### src/rtl/pp_combine_78.sv
// pp_combine_78: recombines the 15 partial products of the 78x78 radix
// multiplier (3 A limbs of 26 bits x 5 B limbs of 17 bits) into the full
// 156-bit product, using a valid delay line matched to the DSP pipeline and
// a two-stage registered adder tree.
module pp_combine_78 #(
    parameter int DSP_LAT = 3,
    parameter int RADIX   = 78
) (
    input  logic                 clk,
    input  logic                 rst_n,
    input  logic                 in_valid,
    input  logic [42:0]          pp_0,
    input  logic [42:0]          pp_1,
    input  logic [42:0]          pp_2,
    input  logic [42:0]          pp_3,
    input  logic [42:0]          pp_4,
    input  logic [42:0]          pp_5,
    input  logic [42:0]          pp_6,
    input  logic [42:0]          pp_7,
    input  logic [42:0]          pp_8,
    input  logic [42:0]          pp_9,
    input  logic [42:0]          pp_10,
    input  logic [42:0]          pp_11,
    input  logic [42:0]          pp_12,
    input  logic [42:0]          pp_13,
    input  logic [42:0]          pp_14,
    output logic [2*RADIX-1:0]   prod,
    output logic                 out_valid
);

    localparam int PP_W   = 43;
    localparam int PROD_W = 2 * RADIX;
    // Wide enough for five partial products shifted by up to 68 bits, so the
    // unmasked upper bits of the top B-limb products are never dropped.
    localparam int ROW_W  = PP_W + 4 * 17 + 1;

    logic [PP_W-1:0]   pp [15];
    logic [DSP_LAT:0]  valid_sr;
    logic              v_pp;
    logic              v1;
    logic [ROW_W-1:0]  row_sum [3];
    logic [ROW_W-1:0]  row_q   [3];
    logic [PROD_W-1:0] prod_sum;

    assign pp[0]  = pp_0;
    assign pp[1]  = pp_1;
    assign pp[2]  = pp_2;
    assign pp[3]  = pp_3;
    assign pp[4]  = pp_4;
    assign pp[5]  = pp_5;
    assign pp[6]  = pp_6;
    assign pp[7]  = pp_7;
    assign pp[8]  = pp_8;
    assign pp[9]  = pp_9;
    assign pp[10] = pp_10;
    assign pp[11] = pp_11;
    assign pp[12] = pp_12;
    assign pp[13] = pp_13;
    assign pp[14] = pp_14;

    // The tail of the delay line is high in the cycle the DSP array presents
    // the partial products belonging to an accepted in_valid.
    assign v_pp = valid_sr[DSP_LAT];

    // Valid delay line: in_valid captured at E0 reaches v_pp after E(DSP_LAT).
    always_ff @(posedge clk) begin
        if (!rst_n) begin
            valid_sr <= '0;
        end else begin
            valid_sr <= {valid_sr[DSP_LAT-1:0], in_valid};
        end
    end

    // Row sums: each A limb's five products aligned on 17-bit B-limb weights.
    always_comb begin
        for (int k = 0; k < 3; k++) begin
            row_sum[k] = '0;
            for (int j = 0; j < 5; j++) begin
                row_sum[k] = row_sum[k] + (ROW_W'(pp[5*k+j]) << (17 * j));
            end
        end
    end

    // Stage 1: capture the three rows only when the partial products are valid.
    always_ff @(posedge clk) begin
        if (!rst_n) begin
            v1 <= 1'b0;
            for (int k = 0; k < 3; k++) begin
                row_q[k] <= '0;
            end
        end else begin
            v1 <= v_pp;
            if (v_pp) begin
                for (int k = 0; k < 3; k++) begin
                    row_q[k] <= row_sum[k];
                end
            end
        end
    end

    // Final sum: rows weighted by the 26-bit A-limb spacing, full 156 bits.
    always_comb begin
        prod_sum = PROD_W'(row_q[0])
                 + (PROD_W'(row_q[1]) << 26)
                 + (PROD_W'(row_q[2]) << 52);
    end

    // Stage 2: register the product; it holds its value between results.
    always_ff @(posedge clk) begin
        if (!rst_n) begin
            prod      <= '0;
            out_valid <= 1'b0;
        end else begin
            out_valid <= v1;
            if (v1) begin
                prod <= prod_sum;
            end
        end
    end

endmodule
### config.mk
export PLATFORM = sky130hd
export DESIGN_NAME = pp_combine_78
export DESIGN_NICKNAME = d
export VERILOG_FILES = /design/src/rtl/pp_combine_78.sv
export SDC_FILE = /design/constraint.sdc
export NUM_CORES = 2
export LEC_CHECK = 0
export ABC_CLOCK_PERIOD_IN_PS = 15600
export BUFFER_PORTS_ARGS = -buffer_cell sky130_fd_sc_hd__buf_2
export CAP_MARGIN = 20
export CORE_UTILIZATION = 48
export DETAILED_ROUTE_END_ITERATION = 10
export GPL_TIMING_DRIVEN = 0
export PLACE_DENSITY = 0.7
export REMOVE_ABC_BUFFERS = 1
export SYNTH_ARGS = -nofsm -noshare
export SYNTH_HDL_FRONTEND = slang
export SYNTH_SLANG_ARGS = --single-unit
### constraint.sdc
create_clock -name clk -period 15.6 [get_ports clk]
set_clock_uncertainty 0.2 [all_clocks]
set_input_delay 0.78 -clock clk [delete_from_list [all_inputs] [get_ports clk]]
set_output_delay 0.78 -clock clk [all_outputs]
set_load 0.05 [all_outputs]
After elaboration in Yosys (flattened, before gate mapping)
Memories as Yosys holds them, arrays and structs flattened.
Cells that the tools add are included.
{"block": "word_totals", "reg_bits": 162, "ram_bits": 336, "in_bits": 648, "output_inout_bits": 157, "wordCells": 29, "mem_count": 1}
{"block": "op_classes", "add_sub_neg": 14, "n_mux": 7, "n_bitwise": 3}
{"memory": "row_q", "depth": 3, "width": 112, "rd": 3, "rd_ports_with_merged_regs": 0, "write_ports": 3, "line": "42", "source": "logic [ROW_W-1:0] row_q [3];"}
{"op": "95-bit by 111-bit adder with 112-bit output", "n": 3}
{"op": "112-bit 2-to-1 mux", "n": 3}
{"op": "78-bit by 94-bit adder with 95-bit output", "n": 3}
{"op": "61-bit by 77-bit adder with 78-bit output", "n": 3}
{"op": "43-bit by 60-bit adder with 61-bit output", "n": 3}
{"op": "139-bit by 156-bit adder with 156-bit output", "n": 1}
{"op": "112-bit by 138-bit adder with 139-bit output", "n": 1}
{"op": "1-bit 2-to-1 mux", "n": 4}
{"op": "1-bit OR", "n": 3}

Logic depth before layout (Yosys ltp)
{"block": "logic_depth", "ltp_word": 5, "mapped_depth": 16, "mapped_depth_nobuf": 14}

Worst setup path after synthesis
Ideal clock, no wire load.
{"block": "synth_timing", "kind": "input to register", "start": "in rst_n", "end": "mem row_q[0][0] (netlist bit) (enable)", "setup_time_ps": 751, "arrival_time_ps": 8610, "required_time_ps": 14649, "path_slack_ps": 6039, "stages": 3, "path_buffers": 2, "cell_sequence": "clkbuf_1 -> clkbuf_1 -> nand2b_1"}
{"item": "from (decl)", "line": "10", "source": "input logic rst_n,"}
{"item": "to (decl)", "line": "42"}

==> impl_results.md <==
- Clock slew at reported path FFs: 60 ps
- All-Layer GR Usage: 31.8%
- Post-synth EDFFs: 328
- Power Internal: 2.78 mW
- Leak: 23.6 nW
- GP Congestion: 0.954
- Distinct cells, synth: 84
- Max-cap violations: 0
- Core Region: 95000 µm²
- Worst path required time: 15730 ps
- Pwr Total: 4.43 mW
- Insertion delay to the later sink of the worst-skew pair: 620 ps
- Worst r2r path cells: 12
- Clock power share: 29.2%
- Slew Limit Fails: 0
- Most frequent cell after synthesis: ha_1
- Flop pwr share: 32.4%
- Setup TNS Final: 0 ps
- Fin nets: 7234
- Total of warnings raised by yosys: 0
- Antenna violations before repair: 12
- Drt pass-1 iters: 6
- Routed Antenna Nets: 0
- Seq cells post-synth: 490
- Vias in the first global route: 41000
- Sw Share: 37.2%
- Row count: 113
- Startpoint Class: primary input
- Hold WS: 185 ps
- Status: finished, final reports clean
- Crit-path max FO: 6
- Mean area per synthesized cell: 8.70 µm²
- Layout cells sized above 1: 15.9%
- End of the worst hold path: valid_sr[0]
- Num CTS Buffers: 53
- GRT busiest layer: met2
- Relative slew slack: 21.5%
- Area Growth Syn to Fin: 14.7%
- Worst vdd ir: 0.0694 mV
- First-pass GRT wire length: 241000 µm
- Mapped cell area: 46000 µm²
- # IOs: 805
- Seq/Total Area, Yosys: 28.5%
- Sink Count: 490
- Largest net degree at the start of global routing: 99
- Critical path class: in2reg
- Routed len/inst: 22.3 µm
- Min-Delay Path Class: in2reg
- Die Wd: 312 µm
- Initial Util: 48.4%
- Fmax: 0.181 GHz
- Combinational group share of total power: 38.4%
- H-tree depth: 2
- Clock Path Buffers: 3
- Remaining Overflow, GRT: 0
- Worst hold start: in_valid
- RSZ-0062 raised after global routing: no
- Final period util: 35.5%
- DRC: 0
- IO Port Bufs: 797
- Most area-consuming cells after synthesis: edfxtp_1 (21%), ha_1 (15%), dfxtp_1 (7.0%)
- PostCTS Resize Cnt: 0
- CTS tree: yes
- Worst Setup SP: pp_5[17]
- Tmin final: 5540 ps
- Hold path depth: 2
- Final Core Density: 55.6%
- Met3 Use GR: 4.06%
- Synth Flop Type: edfxtp_1
- Routed wire length: 160000 µm
- Die area: 97100 µm²
- PwrDens: 84.0 nW/µm²
- Slew @ Worst Pin: 1170 ps
- Worst R2R End: prod[147]
- Die height: 312 µm
- Postcts setup bufs: 0
- Syn Inst Count: 5291
- DP Wirelength: 133000 µm
- CTS Root Cell: clkbuf_16
- M1 GR Usage: 43.9%
- Final Hold Viols: 0
- Fraction of registers with async set/reset: 0%
- Synth top area share: 21.4%
- M2 GR Usage: 51.8%
- Number of DRC markers in iteration 0: 3918
- Critical path capture point type: flip-flop
- Crit path DAT: 5670 ps
- Cell taking the most area after synthesis: edfxtp_1
- Reg2Reg Setup Slack: 10620 ps
- Setup violators final: 0
- Vias per cell: 6.00
- Commonest cells in the synthesized netlist: ha_1 (545), nor2_1 (539), a21oi_1 (522), nand2_1 (463), edfxtp_1 (328)
- Hold buffers post-CTS: 0
- Detailed-route via count: 43300
- Worst r2r src: row_q[0][186]
- P_sw: 1.65 mW
==> power groups by stage <==
stage	clock, mW	combinational [mW]	sequential [mW]
floorplan	0	1.10	1.49
global placement	0	1.66	1.49
detailed placement	0	1.67	1.47
CTS	1.31	1.68	1.44
global route	1.36	1.85	1.44
finish	1.30	1.70	1.44
==> layout by cell type (no fill, tap or decap), types with 34 or more instances in the layout <==
cell,synthesis,final
nand4_1,150,150
nand2b_1,42,41
a211oi_1,35,34
fa_1,145,145
a21o_1,156,156
nand2_1,463,461
or3_1,36,36
nand3_1,102,102
nor3_1,96,96
clkbuf_16,0,53
edfxtp_1,328,328
o21a_1,61,61
nor2_1,539,538
ha_1,545,545
buf_2,11,797
mux2i_1,115,115
o21bai_1,99,99
inv_1,195,194
and3_1,101,101
a21oi_1,522,522
a31oi_1,59,59
xnor2_1,183,183
dfxtp_1,162,160
o21ai_0,310,310
xor2_1,115,115
==> critical path, stage by stage <==
cell	delay, ps
buf_2	100
ha_1	300
ha_1	280
fa_1	430
a211oi_1	350
o2111ai_1	170
a31oi_1	300
a21o_1	260
a211oi_1	200
a2111oi_1	980
o21ai_1	420
a31oi_1	660
o311ai_0	230
o41ai_1	190
==> flip-flops by register name (all words and copies together) (netlist names) <==
signal,count
v1,1
row_q,328
valid_sr,4
out_valid,1
prod,156
==> area by class of cell <==
| type | count | area [µm²] |
|---|---|---|
| fillers | 8940 | 42200 |
| multi-input cells | 4338 | 31200 |
| flip-flops and latches | 490 | 13100 |
| repair buffers | 815 | 4400 |
| well taps | 1265 | 1580 |
| clock buffers | 67 | 1410 |
| inverters | 198 | 751 |
| clock inverters | 29 | 334 |
| diodes | 8 | 20.0 |
==> how the worst max path moves through the flow <==
stage	endpoint	slack (ps)	depth (start not counted)
3_5_place_dp	row_q[0][220]	9550	14
4_1_cts	row_q[0][220]	10160	14
3_3_place_gp	row_q[0][85]	-230	6
2_1_floorplan	row_q[0][0]	5820	1
5_1_grt	row_q[0][220]	9900	14
6_report	row_q[0][220]	10060	14
==> logic make-up after synthesis <==
logic type               Yosys count  synth area share, %
buffers and inverters            463                 3.81
AND/OR/NAND/NOR                 1713                 17.6
multiplexers                     116                 2.53
AO/OA/AOI/OAI                   1521                 20.8
flip-flops                       490                 28.5
adder cells (fa/ha/maj)          690                 21.1
XOR/XNOR                         298                 5.67
==> layer usage <==
layer | vias up | routed length [µm]
li1 | 20700 | -
met1 | 20700 | 71300
met2 | 1596 | 73100
met3 | 216 | 10600
met4 | 10 | 5320
met5 | - | 69
==> stage by stage <==
step	cell area [µm²]	cells	setup slack [ps]
after CTS	52800	7201	10160
after global routing	52800	7206	9900
after detailed placement	51000	7105	9550
after global placement	50600	7088	-231
after floorplan	45000	5026	5820
final	52800	7210	10060
Note: power is estimated with default switching activity, not from simulation.
